**src/rtl/pwm_multichannel_ctrl.sv**
```systemverilog
// Multi-channel PWM generator with a shared prescaler and period counter.
// Period, prescale and per-channel duty are double-buffered and take effect only at counter wrap.
module pwm_multichannel_ctrl #(
    parameter int unsigned NUM_CH     = 16,
    parameter int unsigned CNT_W      = 8,
    parameter int unsigned PRESCALE_W = 8,
    parameter int unsigned CH_W       = (NUM_CH > 1) ? $clog2(NUM_CH) : 1
) (
    input  logic                  clk,
    input  logic                  rst,
    input  logic [NUM_CH-1:0]     en_out,
    input  logic [NUM_CH-1:0]     en_pwm,
    input  logic [CNT_W-1:0]      period,
    input  logic [PRESCALE_W-1:0] prescale,
    input  logic                  duty_wr_en,
    input  logic [CH_W-1:0]       duty_wr_ch,
    input  logic [CNT_W-1:0]      duty_wr_data,
    output logic [NUM_CH-1:0]     pwm_out,
    output logic                  period_tick
);

    logic [PRESCALE_W-1:0] presc_cnt;
    logic [PRESCALE_W-1:0] prescale_act;
    logic [CNT_W-1:0]      cnt;
    logic [CNT_W-1:0]      period_act;
    logic                  tick;
    logic                  wrap;
    logic                  wr_valid;
    logic [NUM_CH-1:0]     raw;
    logic [NUM_CH-1:0]     pwm_nxt;

    assign tick     = (presc_cnt == prescale_act);
    assign wrap     = tick && (cnt == period_act);
    assign wr_valid = duty_wr_en && (32'(duty_wr_ch) < NUM_CH);

    // Prescaler, period counter and the active timing configuration.
    always_ff @(posedge clk or posedge rst) begin
        if (rst) begin
            presc_cnt    <= '0;
            prescale_act <= '0;
            cnt          <= '0;
            period_act   <= '0;
        end else begin
            presc_cnt <= tick ? '0 : presc_cnt + PRESCALE_W'(1);
            if (tick) begin
                cnt <= wrap ? '0 : cnt + CNT_W'(1);
            end
            if (wrap) begin
                period_act   <= period;
                prescale_act <= prescale;
            end
        end
    end

    // Per-channel duty shadow/active pair and compare.
    for (genvar i = 0; i < NUM_CH; i++) begin : g_ch
        logic             wr_hit;
        logic [CNT_W-1:0] duty_shadow;
        logic [CNT_W-1:0] duty_act;

        assign wr_hit = wr_valid && (duty_wr_ch == CH_W'(i));

        always_ff @(posedge clk or posedge rst) begin
            if (rst) begin
                duty_shadow <= '0;
                duty_act    <= '0;
            end else begin
                if (wr_hit) begin
                    duty_shadow <= duty_wr_data;
                end
                // A write landing on the wrap cycle bypasses the shadow.
                if (wrap) begin
                    duty_act <= wr_hit ? duty_wr_data : duty_shadow;
                end
            end
        end

        assign raw[i]     = (cnt < duty_act);
        assign pwm_nxt[i] = en_out[i] & (~en_pwm[i] | raw[i]);
    end

    always_ff @(posedge clk or posedge rst) begin
        if (rst) begin
            pwm_out     <= '0;
            period_tick <= 1'b0;
        end else begin
            pwm_out     <= pwm_nxt;
            period_tick <= wrap;
        end
    end

endmodule
```
**config.mk**
```make
export PLATFORM = sky130hd
export DESIGN_NAME = pwm_multichannel_ctrl
export DESIGN_NICKNAME = d
export VERILOG_FILES = /design/src/rtl/pwm_multichannel_ctrl.sv
export SDC_FILE = /design/constraint.sdc
export NUM_CORES = 1
export LEC_CHECK = 0
export ABC_AREA = 1
export CAP_MARGIN = 20
export CORE_UTILIZATION = 35
export CTS_BUF_LIST = sky130_fd_sc_hd__clkbuf_8
export DETAILED_ROUTE_END_ITERATION = 10
export HOLD_SLACK_MARGIN = 0.05
export PLACE_DENSITY = 0.55
export SLEW_MARGIN = 20
export SYNTH_ARGS = -nofsm -noshare
export SYNTH_HDL_FRONTEND = slang
export SYNTH_SLANG_ARGS = --single-unit
```
**constraint.sdc**
```tcl
create_clock -name clk -period 12.8 [get_ports clk]
set_input_delay 2.56 -clock clk [delete_from_list [all_inputs] [get_ports clk]]
set_output_delay 2.56 -clock clk [all_outputs]
set_load 0.01 [all_outputs]
```
==> key figures <==
Job
  – Max-cap check violation count: 0

GRT
  – Initial antenna violation count: 2
  – Wire length of the first global-routing pass: between 60000 and 70000 µm
  – Remaining Overflow, GRT: 0
  – Maximum number of pins on one net before global-route repair: 110
  – Vias in the first global route: 12262
  – Overall global routing resource usage: 18.2%

CTS
  – CTS Root Cell: sky130_fd_sc_hd__clkbuf_8
  – Num CTS Buffers: 56
  – Number of gates resized after cts: 0
  – Number of buffers between clock root and the deepest sink: 3
  – Hold buffer count at CTS: 0
  – Number of H-tree levels: 2
  – Clock tree from TritonCTS: done
  – Clock sinks: 305
  – Clock latency on the worst-skew pair: about 0.64 ns
  – Reg clk slew, reported paths: 0.05 ns
  – Number of buffers inserted to repair setup after CTS: 0

Floorplanning
  – Area inside the core boundary: 42200 µm²
  – Effective utilization at floorplan: 35.7%
  – Horizontal die dimension: 210 µm
  – Rows: between 70 and 80
  – Top-level port count: 80
  – Die footprint: 43900 µm²
  – Y dimension of the die: between 200 and 250 µm

Setup path
  – Worst Setup End Kind: asynchronous set/reset pin
  – Class of the most critical setup path: in2async
  – Cell-by-cell trace of the critical path: clkdlybuf4s50_1 -> inv_8 -> buf_4 -> buf_4
  – Type of origin of the critical path: input port
  – Data required time at the worst endpoint: approximately 13 ns
  – Critical path launch point: rst
  – Max incr delay on CP: 0.83 ns
  – Slowest cell on crit path: sky130_fd_sc_hd__buf_4
  – Largest fanout of any net on the critical path: ~110
  – Sum of buffers and inverters on the critical path: 4
  – Reg-to-reg critical path startpoint: cnt[4]
  – Data arrival time at the worst-slack endpoint: 5.39 ns
  – Reg2Reg Setup Slack: 9.54 ns
  – Cell repeated most along the worst path: sky130_fd_sc_hd__buf_4
  – Crit path max-delay family: buffers and inverters

Pwr
  – Combinational group share of total power: 7.6%
  – Net switching share of the total power: 24.9%
  – Net Sw Power: 0.542 mW
  – Internal power: ~1.6 mW
  – Part of the power in registers: 49.4%
  – IR drop worst, VDD: about 71 µV
  – Leakage dissipation: a little over 10 nW
  – Power density cells: around 120 nW/µm²
  – Clock network fraction of design power: 43.0%

Placed design
  – Worst slack, placed: 7.22 ns
  – Weighted congestion at the end of routability-driven global placement: 0.750
  – HPWL after detailed placement: 22100 µm
  – Count of port buffers added during placement: 79

Final layout
  – Register Area: 7630 µm²
  – P&R area growth vs syn: 15.6%
  – Most frequent cells in the layout: sky130_fd_sc_hd__nand2_1 (669), sky130_fd_sc_hd__dfrtp_1 (305), sky130_fd_sc_hd__inv_1 (223)
  – Most common library cell in the layout ignoring fill and taps: sky130_fd_sc_hd__nand2_1
  – Area taken by multi-input logic gates: between 6000 and 7000 µm²
  – Fraction of layout cells with a size suffix above 1: 5.83%
  – Fin nets: 2112
  – Filler instances: 4284

Timing
  – RSZ-0062 raised after global routing: no
  – Headroom to the max-slew limit: 28.5%
  – Clock period minus worst slack: 4.77 ns
  – Ratio of final minimum period to clock period: 37.3%
  – Hold Vio Cnt, Final: 0
  – Number of endpoints failing setup at the final stage: 0
  – Maximum frequency from static timing analysis: 210 MHz
  – Least setup slack across all paths after layout: approximately 8 ns
  – Largest clock skew in the final design: 0.0334 ns
  – Summed negative setup slack over all endpoints: 0 ns
  – Final count of pins violating max slew: 0
  – Actual slew at the worst max-slew pin: 1.07 ns

Drt
  – Number of DRC violations after detailed routing: 0
  – Wire length after detailed routing: roughly 38000 µm
  – First-iteration detailed-routing DRC count: slightly above 600
  – Number of vias after detailed routing: 12008
  – Routed WL per cell: about 15 µm
  – Antenna violation net count after detailed routing: 0
  – First-pass DRT Iterations: 7
  – Routed via count divided by cell count: ~4.8

Synth
  – Synthesized area divided by synthesized cell count: just over 8 µm²
  – Total nets after synthesis: 2035
  – Total number of yosys warnings: 0
  – Sequential cell area fraction in the yosys report: between 50% and 60%
  – Area of the mapped netlist: 15100 µm²
  – Count of cell types in the netlist: 22
  – Number of synthesized register bits: approximately 300
  – Gate count of the mapped netlist: ~1900

Min path
  – Start point of the worst min-delay path: g_ch[14].duty_act[4]
  – Worst hold-check path type: reg2reg

Outcome
  – Result of the run: finished, final reports clean
==> cell type report <==
class / count / share of cell area, %
sequential: 305 / 43.8
timing repair buffer: 94 / 5.18
antenna: 1 / 0.0143
inverter: 221 / 4.80
clock inverter: 23 / 0.782
tap: 539 / 3.87
multi-input combinational: 1257 / 35.9
clock buffer: 72 / 5.68
==> cells in the mapped netlist <==
library cell	number	area share [%]
sky130_fd_sc_hd__buf_2	34	1.1
sky130_fd_sc_hd__ha_1	114	9.5
sky130_fd_sc_hd__nor2_4	2	0.15
sky130_fd_sc_hd__nand3_1	163	5.4
sky130_fd_sc_hd__nand2_4	1	0.075
sky130_fd_sc_hd__o21ai_0	96	3.2
sky130_fd_sc_hd__nand2_1	669	17
sky130_fd_sc_hd__inv_2	10	0.25
sky130_fd_sc_hd__nor2_1	90	2.2
sky130_fd_sc_hd__inv_1	211	5.2
sky130_fd_sc_hd__xor2_1	6	0.35
sky130_fd_sc_hd__a21oi_1	87	2.9
sky130_fd_sc_hd__nor3b_1	2	0.099
sky130_fd_sc_hd__buf_4	8	0.40
sky130_fd_sc_hd__nand4_1	2	0.083
sky130_fd_sc_hd__nor3_1	14	0.46
sky130_fd_sc_hd__clkbuf_1	32	0.80
sky130_fd_sc_hd__nor2_2	4	0.17
sky130_fd_sc_hd__dfrtp_1	305	51
sky130_fd_sc_hd__o21ai_1	2	0.066
sky130_fd_sc_hd__buf_6	1	0.075
sky130_fd_sc_hd__o21a_1	5	0.25
==> through the flow <==
step	instances	hold WS [ns]	util [%]	area, µm²	power, mW
final	2512	0.465	41.3	17400	2.17
after global routing	2511	0.485	41.3	17400	2.29
after CTS	2511	0.473	41.3	17400	2.22
after detailed placement	2416	0.458	38.6	16300	1.26
after global placement	2416	0.454	38.6	16300	1.25
after floorplan	1858	0.442	-	15100	1.19
==> power by group through the flow <==
stage | Clock, mW | Combinational, mW | Sequential, mW
after floorplan | 0 | 0.107 | 1.09
after global placement | 0 | 0.162 | 1.09
after detailed placement | 0 | 0.167 | 1.09
after CTS | 0.974 | 0.168 | 1.07
after global routing | 1.02 | 0.195 | 1.08
final | 0.935 | 0.165 | 1.07
==> metal layers <==
| layer | vias up | share of wire, % | track usage [%] |
|---|---|---|---|
| li1 | 6000 | - | - |
| met5 | - | 0.037 | 0 |
| met2 | 190 | 47 | 30.5 |
| met1 | 5746 | 47 | 23.4 |
| met3 | 70 | 4.1 | 3.70 |
| met4 | 2 | 2.5 | 5.89 |
==> cell families after synthesis <==
group	synth area share, %
compound gates	6.39
xor+xnor	0.348
fa+ha+maj	9.45
buf+inv	7.90
flops	50.6
simple gates	25.3
==> state kept, by name, summed over array words and instances, names as in the netlist <==
register	count
g_ch.duty_act	128
cnt	8
period_act	8
pwm_out	16
presc_cnt	8
prescale_act	8
period_tick	1
g_ch.duty_shadow	128
==> worst reg2reg max path, cell delays in order (launching register included) <==
cell	delay, ns
sky130_fd_sc_hd__dfrtp_1	0.32
sky130_fd_sc_hd__buf_4	0.38
sky130_fd_sc_hd__inv_2	0.09
sky130_fd_sc_hd__nand2_1	0.07
sky130_fd_sc_hd__nand2_1	0.05
sky130_fd_sc_hd__nor2_1	0.13
sky130_fd_sc_hd__nand2_1	0.10
sky130_fd_sc_hd__nor2_4	0.15
sky130_fd_sc_hd__buf_4	0.83
sky130_fd_sc_hd__buf_4	0.75
sky130_fd_sc_hd__nand3_1	0.20
sky130_fd_sc_hd__nand2_1	0.12
==> final timing paths <==
check,end,cells after the start
max,g_ch[12].duty_act[4],4
max reg2reg,g_ch[9].duty_act[5],11
min in group asynchronous,pwm_out[0],2
min reg2reg,g_ch[14].duty_act[4],2
min,g_ch[14].duty_act[4],2
max in group clk,g_ch[4].duty_act[2],8
Power figures use the tool's default switching activity.
